$ cat src/rtl/gray_conv_scheduler.sv
// gray_conv_scheduler: one binary/Gray conversion engine shared by two
// requesters through a round-robin arbiter.
//   binary->Gray : single datapath cycle (state B2G)
//   Gray->binary : bit-serial, MSB first, WIDTH cycles (state G2B)
// Optional feature macro: GRAY_CONV_PARITY_EN adds res_parity, the
// XOR-reduction of res_data, registered alongside it.
//
// Handshake rule (all ports): a transfer happens on a rising edge where
// valid and ready are both high. Requesters hold valid/mode/data stable
// until ready; dropping valid before that withdraws the request. The
// consumer sees res_data/res_id stable while res_valid is high, until it
// raises res_ready.
module gray_conv_scheduler #(
  parameter int WIDTH = 4
) (
  input  logic             clk,
  input  logic             rst,
  input  logic             req0_valid,
  input  logic             req0_mode,
  input  logic [WIDTH-1:0] req0_data,
  output logic             req0_ready,
  input  logic             req1_valid,
  input  logic             req1_mode,
  input  logic [WIDTH-1:0] req1_data,
  output logic             req1_ready,
  output logic             res_valid,
  input  logic             res_ready,
  output logic [WIDTH-1:0] res_data,
  output logic             res_id,
`ifdef GRAY_CONV_PARITY_EN
  output logic             res_parity,
`endif
  output logic             busy
);

  localparam int CW = (WIDTH > 1) ? $clog2(WIDTH) : 1;

  typedef enum logic [1:0] {
    IDLE = 2'd0,
    B2G  = 2'd1,
    G2B  = 2'd2,
    DONE = 2'd3
  } state_t;

  state_t           state;
  state_t           next_state;
  logic             last_gnt;
  logic             grant;
  logic             accept;
  logic             acc_mode;
  logic [WIDTH-1:0] acc_data;
  logic [WIDTH-1:0] op;
  logic [CW-1:0]    bit_cnt;
  logic             g2b_prev;
  logic             g2b_bit;

  // Round-robin choice: a lone requester wins; on a tie the one not served last wins.
  assign grant    = (req0_valid && req1_valid) ? ~last_gnt : req1_valid;
  assign acc_mode = grant ? req1_mode : req0_mode;
  assign acc_data = grant ? req1_data : req0_data;
  assign accept   = (state == IDLE) && (grant ? req1_valid : req0_valid);
  assign busy     = (state != IDLE);

  // Current Gray->binary output bit: running XOR of the Gray bits seen so far.
  assign g2b_bit  = g2b_prev ^ op[bit_cnt];

  // State register.
  always_ff @(posedge clk) begin
    if (rst) state <= IDLE;
    else     state <= next_state;
  end

  // Next-state and ready decode; ready is offered only in IDLE.
  always_comb begin
    next_state = state;
    req0_ready = 1'b0;
    req1_ready = 1'b0;
    case (state)
      IDLE: begin
        req0_ready = ~grant;
        req1_ready = grant;
        if (accept) next_state = acc_mode ? G2B : B2G;
      end
      B2G:  next_state = DONE;
      G2B:  if (bit_cnt == '0) next_state = DONE;
      DONE: if (res_valid && res_ready) next_state = IDLE;
      default: next_state = IDLE;
    endcase
  end

  // Datapath: operand capture, the two conversion engines and result hold.
  always_ff @(posedge clk) begin
    if (rst) begin
      res_valid <= 1'b0;
      res_data  <= '0;
      res_id    <= 1'b0;
      last_gnt  <= 1'b1;
      op        <= '0;
      bit_cnt   <= '0;
      g2b_prev  <= 1'b0;
    end else begin
      case (state)
        IDLE: begin
          if (accept) begin
            op       <= acc_data;
            res_id   <= grant;
            last_gnt <= grant;
            bit_cnt  <= CW'(WIDTH - 1);
            g2b_prev <= 1'b0;
          end
        end
        B2G: res_data <= op ^ (op >> 1);
        G2B: begin
          res_data[bit_cnt] <= g2b_bit;
          g2b_prev          <= g2b_bit;
          if (bit_cnt != '0) bit_cnt <= bit_cnt - CW'(1);
        end
        DONE: begin
          // First DONE cycle publishes the result; it then holds until taken.
          if (!res_valid)     res_valid <= 1'b1;
          else if (res_ready) res_valid <= 1'b0;
        end
        default: ;
      endcase
    end
  end

`ifdef GRAY_CONV_PARITY_EN
  // Parity is registered on the same edge that raises res_valid.
  always_ff @(posedge clk) begin
    if (rst)                          res_parity <= 1'b0;
    else if (state == DONE && !res_valid) res_parity <= ^res_data;
  end
`endif

endmodule

$ cat config.mk
export PLATFORM = sky130hd
export DESIGN_NAME = gray_conv_scheduler
export DESIGN_NICKNAME = d
export VERILOG_FILES = /design/src/rtl/gray_conv_scheduler.sv
export SDC_FILE = /design/constraint.sdc
export NUM_CORES = 1
export LEC_CHECK = 0
export CAP_MARGIN = 5
export CORE_MARGIN = 4
export CORE_UTILIZATION = 45
export DETAILED_ROUTE_END_ITERATION = 12
export PLACE_DENSITY_LB_ADDON = 0.1
export REMOVE_ABC_BUFFERS = 1
export SLEW_MARGIN = 0
export SYNTH_ARGS = -nofsm -noshare
export SYNTH_HDL_FRONTEND = slang
export SYNTH_SLANG_ARGS = --single-unit
$ cat constraint.sdc
create_clock -name clk -period 2.6 [get_ports clk]
set_input_delay 0.52 -clock clk [delete_from_list [all_inputs] [get_ports clk]]
set_output_delay 0.52 -clock clk [all_outputs]
set_load 0.03 [all_outputs]
==> results of run 1 <==
-- power groups by stage --
stage	clock network [mW]	logic, mW	registers [mW]
detailed placement	0	0.769	0.431
global route	0.181	0.853	0.440
CTS	0.172	0.772	0.423
finish	0.166	0.765	0.422
global placement	0	0.757	0.423
floorplan	0	0.499	0.463
-- critical path: stages --
cell and delay, ps:
sky130_fd_sc_hd__clkdlybuf4s50_1 410, sky130_fd_sc_hd__a21boi_2 160, sky130_fd_sc_hd__nor2_1 80, sky130_fd_sc_hd__clkdlybuf4s50_1 670
-- cells by family (layout without fill, tap and decap cells) --
kind of cell | after synthesis | count (layout)
flip-flops | 16 | 16
adder cells (fa/ha/maj) | 8 | 8
buffers and inverters | 9 | 36
AND/OR/NAND/NOR | 38 | 38
XOR/XNOR | 4 | 4
AO/OA/AOI/OAI | 26 | 26
multiplexers | 7 | 7
-- through the flow --
stage | setup WS, ps | std cells | power, mW
2_1_floorplan | 736.1 | 104 | 0.9622
3_3_place_gp | 239.4 | 158 | 1.180
3_5_place_dp | 226.3 | 158 | 1.199
4_1_cts | 213.3 | 162 | 1.367
5_1_grt | 153.2 | 162 | 1.474
6_report | 226.4 | 162 | 1.353
-- worst paths after layout --
path / start / endpoint / slack, ps
max: req1_valid / req0_ready / 230
min: res_id$_SDFFE_PP0P_ / res_id$_SDFFE_PP0P_ / 500
max reg2reg: bit_cnt[0]$_SDFFE_PP0P_ / res_data[1]$_SDFFE_PP0P_ / 740
min reg2reg: res_id$_SDFFE_PP0P_ / res_id$_SDFFE_PP0P_ / 500
-- flip-flops by register name (all words and copies together), names as in the netlist --
name	count
res_data	4
state	2
bit_cnt	2
last_gnt	1
op	4
g2b_prev	1
res_valid	1
res_id	1
-- layout by cell type (no fill, tap or decap) --
| master | instances |
|---|---|
| sky130_fd_sc_hd__clkdlybuf4s50_1 | 22 |
| sky130_fd_sc_hd__nor2_1 | 19 |
| sky130_fd_sc_hd__dfxtp_1 | 16 |
| sky130_fd_sc_hd__a211oi_1 | 8 |
| sky130_fd_sc_hd__ha_1 | 8 |
| sky130_fd_sc_hd__nand2_1 | 6 |
| sky130_fd_sc_hd__inv_1 | 5 |
| sky130_fd_sc_hd__a21oi_1 | 5 |
| sky130_fd_sc_hd__mux2i_1 | 5 |
| sky130_fd_sc_hd__buf_4 | 5 |
| sky130_fd_sc_hd__o21ai_0 | 3 |
| sky130_fd_sc_hd__xor2_1 | 3 |
| sky130_fd_sc_hd__a2111oi_2 | 3 |
| sky130_fd_sc_hd__clkbuf_4 | 3 |
| sky130_fd_sc_hd__a31oi_1 | 2 |
| sky130_fd_sc_hd__nor2b_1 | 2 |
| sky130_fd_sc_hd__a311oi_1 | 2 |
| sky130_fd_sc_hd__nand3b_1 | 2 |
| sky130_fd_sc_hd__a21boi_2 | 1 |
| sky130_fd_sc_hd__and2_1 | 1 |
| sky130_fd_sc_hd__or2_2 | 1 |
| sky130_fd_sc_hd__nor3b_2 | 1 |
| sky130_fd_sc_hd__mux4_2 | 1 |
| sky130_fd_sc_hd__nand4b_1 | 1 |
| sky130_fd_sc_hd__xnor2_1 | 1 |
| sky130_fd_sc_hd__and2_4 | 1 |
| sky130_fd_sc_hd__nand2b_1 | 1 |
| sky130_fd_sc_hd__mux2_2 | 1 |
| sky130_fd_sc_hd__nor3b_1 | 1 |
| sky130_fd_sc_hd__nor3_1 | 1 |
| sky130_fd_sc_hd__a21o_1 | 1 |
| sky130_fd_sc_hd__nand3_1 | 1 |
| sky130_fd_sc_hd__a22oi_1 | 1 |
| sky130_fd_sc_hd__clkbuf_8 | 1 |
-- metal layers --
metal  up-vias  part of all wire [%]  GRT usage, %
met2        17                    46         26.29
met4         0                  0.94         7.054
met3         2                   5.5         3.542
met5         -                     0             0
met1       374                    47         19.60
li1        439                     -             -
-- final cells by class --
type / count / area (µm²)
well taps: 27 / 33.78
inverters: 5 / 18.77
multi-input cells: 83 / 608.1
flip-flops and latches: 16 / 320.3
fillers: 179 / 726.9
repair buffers: 27 / 257.7
clock buffers: 4 / 36.28
==> metrics.txt, run 1 <==
# TYPE chip_impl_metric gauge
chip_impl_metric{name="reg_power_share",unit="%"} 31.2
chip_impl_info{name="combinational_family_with_the_most_area_after_synthesis",value="compound AO/OA/AOI/OAI gates"} 1
chip_impl_metric{name="drc",unit=""} 0
chip_impl_metric{name="grt_start_max_net_pins",unit=""} 18
chip_impl_metric{name="synth.mux.area_fraction",unit="%"} 8.701
chip_impl_info{name="critPathCaptureType",value="primary output"} 1
chip_impl_metric{name="p_per_area",unit="nW/µm²"} 1061
chip_impl_metric{name="yosysTopAreaCellShare",unit="%"} 33.25
chip_impl_metric{name="fmax",unit="GHz"} 0.4213
chip_impl_metric{name="die_area",unit="µm²"} 2945
chip_impl_info{name="status",value="finished, final reports clean"} 1
chip_impl_metric{name="overall_via_count_from_detail_route",unit=""} 832
chip_impl_info{name="yosysMostFrequentCell",value="sky130_fd_sc_hd__nor2_1"} 1
chip_impl_metric{name="io-pin-count",unit=""} 24
chip_impl_metric{name="nNetsFinal",unit=""} 159
chip_impl_info{name="synth_largest_area_cell",value="sky130_fd_sc_hd__dfxtp_1"} 1
chip_impl_metric{name="finalWirelength",unit="mm"} 1.921
chip_impl_metric{name="htree_num_levels",unit=""} 1
chip_impl_metric{name="clk_latency",unit="ps"} 280
chip_impl_metric{name="dieHeight",unit="µm"} 54.27
chip_impl_metric{name="post_cts.repair.setup_buffers",unit=""} 0
chip_impl_metric{name="slew-limit-headroom",unit="%"} 52.72
chip_impl_metric{name="power_switching",unit="mW"} 0.5813
chip_impl_metric{name="total_leakage_power",unit="nW"} 0.5093
chip_impl_metric{name="number_of_flops_mapped_to_enable_cells_by_yosys",unit=""} 0
chip_impl_metric{name="n_antenna_cell",unit=""} 0
chip_impl_metric{name="synth-warning-count",unit=""} 0
chip_impl_metric{name="rows",unit=""} 16
chip_impl_metric{name="synth_simple_gate_area_share",unit="%"} 19.48
chip_impl_metric{name="report.final.setup_viol",unit=""} 0
chip_impl_metric{name="synth_fa_ha_area_share",unit="%"} 10.39
chip_impl_metric{name="drive_gt1_share",unit="%"} 13.33
chip_impl_metric{name="whs",unit="ps"} 495.6
chip_impl_metric{name="share_clk_of_total_power",unit="%"} 12.3
chip_impl_metric{name="number_of_instances_in_the_synthesized_netlist",unit=""} 108
chip_impl_metric{name="placed_inst_area",unit="µm²"} 1239
chip_impl_metric{name="min_period",unit="ps"} 2374
chip_impl_metric{name="wire_length_of_the_first_global_routing_pass",unit="mm"} 3.450
chip_impl_metric{name="finalHoldViolCount",unit=""} 0
chip_impl_metric{name="final_design_area_no_fill",unit="µm²"} 1275
chip_impl_metric{name="critical_path_arrival",unit="ps"} 1850
chip_impl_metric{name="finalMaxSlewViolations",unit=""} 0
chip_impl_metric{name="reg2regPathDepth",unit=""} 4
chip_impl_metric{name="worstMarginPinSlew",unit="ps"} 706.9
chip_impl_info{name="path_class",value="in2out"} 1
chip_impl_metric{name="post_synth_instance_area",unit="µm²"} 963.4
chip_impl_metric{name="worst_clock_skew",unit="ps"} 3.043
chip_impl_metric{name="vias_per_cell",unit=""} 5.136
chip_impl_metric{name="synth.distinct_cells",unit=""} 32
chip_impl_info{name="cts_root_buf",value="sky130_fd_sc_hd__clkbuf_4"} 1
chip_impl_metric{name="overflow",unit=""} 0
chip_impl_metric{name="port_buffers",unit=""} 23
chip_impl_metric{name="combinationalPowerShare",unit="%"} 56.6
chip_impl_metric{name="core_area",unit="µm²"} 2002
chip_impl_metric{name="synthesized_area_fraction_occupied_by_ao_oa_aoi_and_oai_cells",unit="%"} 20.91
chip_impl_metric{name="post_drt_wl_per_cell",unit="µm"} 11.86
chip_impl_metric{name="drt_first_iter_violations",unit=""} 20
chip_impl_metric{name="peakVddDrop",unit="V"} 0.0006381
chip_impl_metric{name="hpwl",unit="mm"} 1.538
chip_impl_info{name="tritoncts_clock_tree",value="built"} 1
chip_impl_info{name="crit_path_start_kind",value="input port"} 1
chip_impl_metric{name="clkSlewWorstSetupHoldPaths",unit="ps"} 100
chip_impl_metric{name="crit_path_max_fanout",unit=""} 2
chip_impl_info{name="synth_ff_type",value="sky130_fd_sc_hd__dfxtp_1"} 1
chip_impl_metric{name="finalCoreUtilization",unit="%"} 63.69
chip_impl_metric{name="cts_bufs_inserted",unit=""} 3
chip_impl_metric{name="postSynthAreaPerCell",unit="µm²"} 8.921
chip_impl_metric{name="cts.sinks",unit=""} 16
chip_impl_metric{name="cell_internal_pwr",unit="mW"} 0.7720
chip_impl_metric{name="area_delta_synth_final",unit="%"} 32.34
chip_impl_metric{name="gpl.final_weighted_congestion",unit=""} 0.7888
chip_impl_metric{name="synth_xor_xnor_area_share",unit="%"} 3.636
chip_impl_metric{name="cts_resized",unit=""} 0
chip_impl_info{name="synth_top_cells_by_count",value="19 x sky130_fd_sc_hd__nor2_1, 16 x sky130_fd_sc_hd__dfxtp_1, 8 x sky130_fd_sc_hd__a211oi_1, 8 x sky130_fd_sc_hd__ha_1, 6 x sky130_fd_sc_hd__nand2_1"} 1
chip_impl_metric{name="postRouteAntennaNets",unit=""} 0
chip_impl_metric{name="drt_pre_antenna_iters",unit=""} 4
chip_impl_metric{name="post-route-period-util",unit="%"} 91.29
chip_impl_metric{name="clock_path_buffers",unit=""} 2
chip_impl_info{name="rsz_0062_raised_after_global_routing",value="no"} 1
chip_impl_metric{name="power.switching_fraction",unit="%"} 42.95
chip_impl_metric{name="start_util",unit="%"} 48.12
chip_impl_metric{name="floorplan.die.width",unit="µm"} 54.27
chip_impl_info{name="worst_hold_path_type",value="reg2reg"} 1
chip_impl_metric{name="synth-async-reset-ratio",unit="%"} 0
chip_impl_metric{name="timing.hold.worst_path_depth",unit=""} 2
chip_impl_metric{name="grt_pass1_vias",unit=""} 806
chip_impl_metric{name="max-cap-violations",unit=""} 0
chip_impl_info{name="synth.area.top_cells",value="sky130_fd_sc_hd__dfxtp_1 33%, sky130_fd_sc_hd__ha_1 10%, sky130_fd_sc_hd__nor2_1 7.4%, sky130_fd_sc_hd__a211oi_1 6.2%, sky130_fd_sc_hd__mux2i_1 5.2%"} 1
chip_impl_metric{name="grt_usage",unit="%"} 15.91
chip_impl_metric{name="number_of_antenna_violations_at_the_first_check_in_global_routing",unit=""} 0
chip_impl_metric{name="worstPathRequired",unit="ps"} 2080
chip_impl_metric{name="seq_area_frac_synth",unit="%"} 33.25
chip_impl_metric{name="holdBufCountCts",unit=""} 0
chip_impl_metric{name="tns",unit="ps"} 0
chip_impl_metric{name="postSynthRegisterBits",unit=""} 16
No activity file was read; power rests on OpenSTA's default activity.
==> inputs of run 2 (changes only) <==
--- a/config.mk
+++ b/config.mk
@@ -6,7 +6,7 @@
 export NUM_CORES = 1
 export LEC_CHECK = 0
 export CAP_MARGIN = 5
-export CORE_MARGIN = 4
+export CORE_MARGIN = 8
 export CORE_UTILIZATION = 45
 export DETAILED_ROUTE_END_ITERATION = 12
 export PLACE_DENSITY_LB_ADDON = 0.1
==> run 2 against run 1 <==
  * First-iteration DRC count is 65% lower
  * Largest power group unchanged
  * Largest cell class unchanged
  * Combinational power hardly changed
  * Sequential cell count stayed put
  * Total power is 2.7% lower
  * Clock-buffer cell count decreased by 1
  * Sequential share of layout area rose by 0.27 points
  * Critical path type unchanged
  * Non-clock buffer count unchanged
  * Die area is 32% higher
==> metrics.txt, run 2 (same netlist as run 1, synthesis figures left out) <==
# TYPE chip_impl_metric gauge
chip_impl_info{name="status",value="finished, final reports clean"} 1
chip_impl_metric{name="drc",unit=""} 0
chip_impl_metric{name="postRouteAntennaNets",unit=""} 0
chip_impl_info{name="mostFrequentLayoutCells",value="22 x sky130_fd_sc_hd__clkdlybuf4s50_1, 19 x sky130_fd_sc_hd__nor2_1, 16 x sky130_fd_sc_hd__dfxtp_1"} 1
chip_impl_info{name="critical_path.most_common_cell",value="sky130_fd_sc_hd__clkdlybuf4s50_1"} 1
chip_impl_info{name="worst_hold_path_type",value="reg2reg"} 1
chip_impl_metric{name="finalHoldViolCount",unit=""} 0
chip_impl_metric{name="max-cap-violations",unit=""} 0
chip_impl_metric{name="n_antenna_cell",unit=""} 0
chip_impl_metric{name="critical_path_arrival",unit="ps"} 1850
chip_impl_metric{name="multi_input_area",unit="µm²"} 608.1
chip_impl_metric{name="finalWirelength",unit="mm"} 2.053
chip_impl_metric{name="grt_pass1_vias",unit=""} 860
chip_impl_metric{name="floorplan.die.width",unit="µm"} 62.27
chip_impl_metric{name="htree_num_levels",unit=""} 1
chip_impl_metric{name="grt_usage",unit="%"} 10.80
chip_impl_metric{name="dieHeight",unit="µm"} 62.27
chip_impl_metric{name="io-pin-count",unit=""} 24
chip_impl_metric{name="drt_pre_antenna_iters",unit=""} 4
chip_impl_metric{name="crit_path_max_fanout",unit=""} 2
chip_impl_metric{name="overflow",unit=""} 0
chip_impl_info{name="crit_slowest_cell",value="sky130_fd_sc_hd__clkdlybuf4s50_1"} 1
chip_impl_metric{name="whs",unit="ps"} 507.1
chip_impl_metric{name="core_area",unit="µm²"} 1982
chip_impl_metric{name="finalCoreUtilization",unit="%"} 63.64
chip_impl_metric{name="clk_latency",unit="ps"} 280
chip_impl_info{name="cts_root_buf",value="sky130_fd_sc_hd__clkbuf_4"} 1
chip_impl_metric{name="worstPathRequired",unit="ps"} 2080
chip_impl_metric{name="die_area",unit="µm²"} 3878
chip_impl_info{name="critPathCaptureType",value="primary output"} 1
chip_impl_metric{name="fillers",unit=""} 181
chip_impl_metric{name="rows",unit=""} 16
chip_impl_metric{name="post_cts.repair.setup_buffers",unit=""} 0
chip_impl_metric{name="worst_clock_skew",unit="ps"} 1.580
chip_impl_info{name="crit_path_start_kind",value="input port"} 1
chip_impl_info{name="rsz_0062_raised_after_global_routing",value="no"} 1
chip_impl_metric{name="total_leakage_power",unit="nW"} 0.5021
chip_impl_metric{name="cts_bufs_inserted",unit=""} 3
chip_impl_metric{name="peakVddDrop",unit="V"} 0.0006113
chip_impl_metric{name="holdBufCountCts",unit=""} 0
chip_impl_metric{name="worst_path_largest_cell_delay",unit="ps"} 670
chip_impl_info{name="path_class",value="in2out"} 1
chip_impl_metric{name="wire_length_of_the_first_global_routing_pass",unit="mm"} 3.594
chip_impl_metric{name="cts.sinks",unit=""} 16
chip_impl_metric{name="nNetsFinal",unit=""} 159
chip_impl_metric{name="area_delta_synth_final",unit="%"} 30.91
chip_impl_info{name="biggestRegsByFlops",value="op x4, res_data x4"} 1
chip_impl_info{name="final_common_cell",value="sky130_fd_sc_hd__clkdlybuf4s50_1"} 1
chip_impl_metric{name="clkSlewWorstSetupHoldPaths",unit="ps"} 90
chip_impl_metric{name="cts_resized",unit=""} 0
chip_impl_metric{name="vias_per_cell",unit=""} 5.174
chip_impl_metric{name="area.sequential",unit="µm²"} 320.3
chip_impl_metric{name="report.final.setup_viol",unit=""} 0
chip_impl_metric{name="grt_start_max_net_pins",unit=""} 18
chip_impl_metric{name="fmax",unit="GHz"} 0.4218
chip_impl_metric{name="drt_first_iter_violations",unit=""} 7
chip_impl_metric{name="post-route-period-util",unit="%"} 91.19
chip_impl_metric{name="post_drt_wl_per_cell",unit="µm"} 12.75
chip_impl_info{name="tritoncts_clock_tree",value="built"} 1
chip_impl_metric{name="overall_via_count_from_detail_route",unit=""} 833
chip_impl_metric{name="number_of_antenna_violations_at_the_first_check_in_global_routing",unit=""} 0
chip_impl_metric{name="tns",unit="ps"} 0
chip_impl_metric{name="min_period",unit="ps"} 2371
chip_impl_metric{name="clock_path_buffers",unit=""} 2
chip_impl_metric{name="gpl.final_weighted_congestion",unit=""} 0.7831
chip_impl_metric{name="slew-limit-headroom",unit="%"} 54.17
chip_impl_info{name="path_cells",value="clkdlybuf4s50_1 -> a21boi_2 -> nor2_1 -> clkdlybuf4s50_1"} 1
chip_impl_metric{name="p_per_area",unit="nW/µm²"} 1044
chip_impl_metric{name="start_util",unit="%"} 48.61
chip_impl_metric{name="port_buffers",unit=""} 23
chip_impl_metric{name="hpwl",unit="mm"} 1.672
chip_impl_metric{name="worstMarginPinSlew",unit="ps"} 685.3
chip_impl_metric{name="drive_gt1_share",unit="%"} 12.69
chip_impl_metric{name="finalMaxSlewViolations",unit=""} 0
run 2: changes by cell type in the layout (fill, tap and decap cells not counted):
| cell | previous run | this run |
|---|---|---|
| sky130_fd_sc_hd__clkbuf_8 | 1 | 0 |
run 2: layout make-up:
cell class / instances / share of cell area (%)
Inverter: 5 / 1.488
Sequential cell: 16 / 25.40
Clock buffer: 3 / 1.786
Tap cell: 27 / 2.679
Timing Repair Buffer: 27 / 20.44
Multi-Input combinational cell: 83 / 48.21
run 2: stage by stage:
step	instances	worst slack [ps]	cell area (µm²)	power [mW]
final	161	229.0	1261	1.317
after global routing	161	170.1	1261	1.438
after CTS	161	216.9	1261	1.336
after detailed placement	158	225.3	1239	1.203
after global placement	158	228.8	1239	1.183
after floorplan	104	736.1	947.2	0.9622
run 2: power breakdown:
part	total, mW	internal [mW]	switching [mW]
sequential	0.424	0.332	0.0913
clock	0.129	0.0537	0.0753
combinational	0.764	0.353	0.411
total	1.32	0.740	0.577
run 2: critical path: cells and delay by family:
| family | cells | cell delay, ps |
|---|---|---|
| buffers and inverters | 2 | 1080 |
| and+or+nand+nor | 1 | 80 |
| AOI/OAI and AO/OA | 1 | 160 |
run 2: final timing paths:
path	from	slack, ps	end	depth (start not counted)
worst min-delay path	res_id$_SDFFE_PP0P_	510	res_id$_SDFFE_PP0P_	2
worst max-delay path	req1_valid	230	req0_ready	4
worst max register to register	state[0]$_SDFFE_PP0P_	710	state[1]$_SDFFE_PP0P_	6
worst min register to register	res_id$_SDFFE_PP0P_	510	res_id$_SDFFE_PP0P_	2
run 2: layer usage:
| layer | GRT usage [%] | up-vias | wire [µm] |
|---|---|---|---|
| met4 | 5.128 | 0 | 24 |
| met1 | 12.69 | 370 | 977 |
| li1 | - | 440 | - |
| met3 | 3.405 | 4 | 106 |
| met2 | 17.34 | 19 | 944 |
| met5 | 0 | - | 0 |
==> inputs of run 3 (changes only) <==
--- a/config.mk
+++ b/config.mk
@@ -6,8 +6,9 @@
 export NUM_CORES = 1
 export LEC_CHECK = 0
 export CAP_MARGIN = 5
+export CORE_ASPECT_RATIO = 1.1
 export CORE_MARGIN = 8
-export CORE_UTILIZATION = 45
+export CORE_UTILIZATION = 25
 export DETAILED_ROUTE_END_ITERATION = 12
 export PLACE_DENSITY_LB_ADDON = 0.1
 export REMOVE_ABC_BUFFERS = 1
==> run 3 against run 2 <==
  * Critical path depth did not move
  * Non-clock buffer count is the same
  * Largest power group unchanged
  * Total power up 8.0%
  * Critical path type unchanged
  * Routed wire length rose by 8.9%
  * Via count rose by 0.36%
  * Largest cell class unchanged
  * Clock power rose by 78%
==> metrics.txt, run 3 (same netlist as run 1, synthesis figures left out) <==
# TYPE chip_impl_metric gauge
chip_impl_metric{name="core_area",unit="µm²"} 3684
chip_impl_info{name="crit_path_start_kind",value="input port"} 1
chip_impl_metric{name="holdBufCountCts",unit=""} 0
chip_impl_metric{name="drt_pre_antenna_iters",unit=""} 4
chip_impl_info{name="status",value="finished, final reports clean"} 1
chip_impl_metric{name="floorplan.die.width",unit="µm"} 75.19
chip_impl_metric{name="wire_length_of_the_first_global_routing_pass",unit="mm"} 3.622
chip_impl_metric{name="placed_cells_incl_taps",unit=""} 181
chip_impl_metric{name="cts_bufs_inserted",unit=""} 3
chip_impl_metric{name="slew-limit-headroom",unit="%"} 51.34
chip_impl_metric{name="p_per_area",unit="nW/µm²"} 1076
chip_impl_metric{name="combinationalPowerShare",unit="%"} 54.3
chip_impl_metric{name="gpl.final_weighted_congestion",unit=""} 0.7370
chip_impl_metric{name="drive_gt1_share",unit="%"} 13.33
chip_impl_metric{name="die_area",unit="µm²"} 6099
chip_impl_metric{name="cts.sinks",unit=""} 16
chip_impl_metric{name="io-pin-count",unit=""} 24
chip_impl_metric{name="finalWirelength",unit="mm"} 2.236
chip_impl_metric{name="cell_internal_pwr",unit="mW"} 0.8221
chip_impl_metric{name="worstPathRequired",unit="ps"} 2080
chip_impl_info{name="biggestRegsByFlops",value="op x4, res_data x4"} 1
chip_impl_metric{name="fmax",unit="GHz"} 0.4212
chip_impl_metric{name="start_util",unit="%"} 26.15
chip_impl_metric{name="worst_clock_skew",unit="ps"} 1.733
chip_impl_metric{name="postRouteAntennaNets",unit=""} 0
chip_impl_metric{name="area.sequential",unit="µm²"} 320.3
chip_impl_metric{name="post_drt_wl_per_cell",unit="µm"} 12.09
chip_impl_metric{name="hpwl",unit="mm"} 1.766
chip_impl_metric{name="reg2reg_setup_slack",unit="ps"} 720
chip_impl_metric{name="htree_num_levels",unit=""} 1
chip_impl_metric{name="report.final.setup_viol",unit=""} 0
chip_impl_metric{name="whs",unit="ps"} 501.9
chip_impl_metric{name="pre_cts_slack",unit="ps"} 226.4
chip_impl_metric{name="peakVddDrop",unit="V"} 0.0003349
chip_impl_metric{name="nNetsFinal",unit=""} 159
chip_impl_info{name="final_common_cell",value="sky130_fd_sc_hd__clkdlybuf4s50_1"} 1
chip_impl_metric{name="final_design_area_no_fill",unit="µm²"} 1323
chip_impl_info{name="rsz_0062_raised_after_global_routing",value="no"} 1
chip_impl_metric{name="drc",unit=""} 0
chip_impl_metric{name="tns",unit="ps"} 0
chip_impl_metric{name="multi_input_area",unit="µm²"} 608.1
chip_impl_metric{name="dieHeight",unit="µm"} 81.11
chip_impl_metric{name="overflow",unit=""} 0
chip_impl_metric{name="grt_pass1_vias",unit=""} 813
chip_impl_info{name="worst_hold_path_type",value="reg2reg"} 1
chip_impl_metric{name="finalMaxSlewViolations",unit=""} 0
chip_impl_metric{name="power.switching_fraction",unit="%"} 42.22
chip_impl_metric{name="clkSlewWorstSetupHoldPaths",unit="ps"} 70
chip_impl_metric{name="grt_start_max_net_pins",unit=""} 18
chip_impl_metric{name="total_power",unit="mW"} 1.423
chip_impl_metric{name="total_leakage_power",unit="nW"} 0.5170
chip_impl_info{name="tritoncts_clock_tree",value="built"} 1
chip_impl_metric{name="clk_latency",unit="ps"} 260
chip_impl_metric{name="grt_usage",unit="%"} 7.832
chip_impl_info{name="mostFrequentLayoutCells",value="22 x sky130_fd_sc_hd__clkdlybuf4s50_1, 19 x sky130_fd_sc_hd__nor2_1, 16 x sky130_fd_sc_hd__dfxtp_1"} 1
chip_impl_metric{name="min_period",unit="ps"} 2374
chip_impl_metric{name="rows",unit=""} 23
chip_impl_metric{name="n_antenna_cell",unit=""} 0
chip_impl_metric{name="post-route-period-util",unit="%"} 91.32
chip_impl_metric{name="reg_power_share",unit="%"} 29.6
chip_impl_metric{name="post_cts.repair.setup_buffers",unit=""} 0
chip_impl_metric{name="finalCoreUtilization",unit="%"} 35.90
chip_impl_info{name="cts_root_buf",value="sky130_fd_sc_hd__clkbuf_8"} 1
chip_impl_metric{name="critical_path_arrival",unit="ps"} 1850
chip_impl_metric{name="clock_path_buffers",unit=""} 2
chip_impl_metric{name="number_of_antenna_violations_at_the_first_check_in_global_routing",unit=""} 0
chip_impl_metric{name="placed_inst_area",unit="µm²"} 1267
chip_impl_metric{name="max-cap-violations",unit=""} 0
chip_impl_metric{name="share_clk_of_total_power",unit="%"} 16.1
chip_impl_metric{name="worstMarginPinSlew",unit="ps"} 727.7
chip_impl_metric{name="area_delta_synth_final",unit="%"} 37.27
chip_impl_metric{name="drt_first_iter_violations",unit=""} 28
chip_impl_metric{name="power_switching",unit="mW"} 0.6006
chip_impl_metric{name="vias_per_cell",unit=""} 4.519
chip_impl_info{name="path_class",value="in2out"} 1
chip_impl_metric{name="crit_path_max_fanout",unit=""} 2
chip_impl_metric{name="overall_via_count_from_detail_route",unit=""} 836
chip_impl_metric{name="cts_resized",unit=""} 0
chip_impl_metric{name="port_buffers",unit=""} 23
chip_impl_metric{name="finalHoldViolCount",unit=""} 0
chip_impl_metric{name="final_ws_setup",unit="ps"} 225.7
chip_impl_metric{name="number_of_cells_in_the_finished_layout_apart_from_fillers",unit=""} 185
chip_impl_info{name="critPathCaptureType",value="primary output"} 1
chip_impl_metric{name="fillers",unit=""} 411
## run 3: path summary, 6_finish.rpt
kind,from,to,depth (start not counted)
worst min-delay path,res_id$_SDFFE_PP0P_,res_id$_SDFFE_PP0P_,2
worst max register to register,bit_cnt[0]$_SDFFE_PP0P_,res_data[0]$_SDFFE_PP0P_,4
worst max-delay path,req1_valid,req0_ready,4
worst min register to register,res_id$_SDFFE_PP0P_,res_id$_SDFFE_PP0P_,2
## run 3: area by class of cell
| class | instances | area share [%] |
|---|---|---|
| repair buffers | 27 | 19.49 |
| clock buffers | 4 | 4.163 |
| inverters | 5 | 1.419 |
| well taps | 50 | 4.730 |
| flip-flops and latches | 16 | 24.22 |
| multi-input cells | 83 | 45.98 |
## run 3: critical path, cell delays in order
cell                              delay (ps)
sky130_fd_sc_hd__clkdlybuf4s50_1         410
sky130_fd_sc_hd__a21boi_2                160
sky130_fd_sc_hd__nor2_1                   80
sky130_fd_sc_hd__clkdlybuf4s50_1         680
## run 3: power by group through the flow
stage               Sequential, mW  Combinational (mW)  Clock (mW)
finish                       0.421               0.772       0.230
CTS                          0.422               0.780       0.235
global route                 0.438               0.848       0.245
global placement             0.426               0.775           0
detailed placement           0.428               0.777           0
floorplan                    0.463               0.499           0
## run 3: metal layers
metal  wire [µm]  part of all wire (%)  track usage, %
met2        1005                    45           12.20
met1        1043                    47           8.761
met3         146                   6.5           3.571
met4          40                   1.8           4.038
met5           0                     0               0
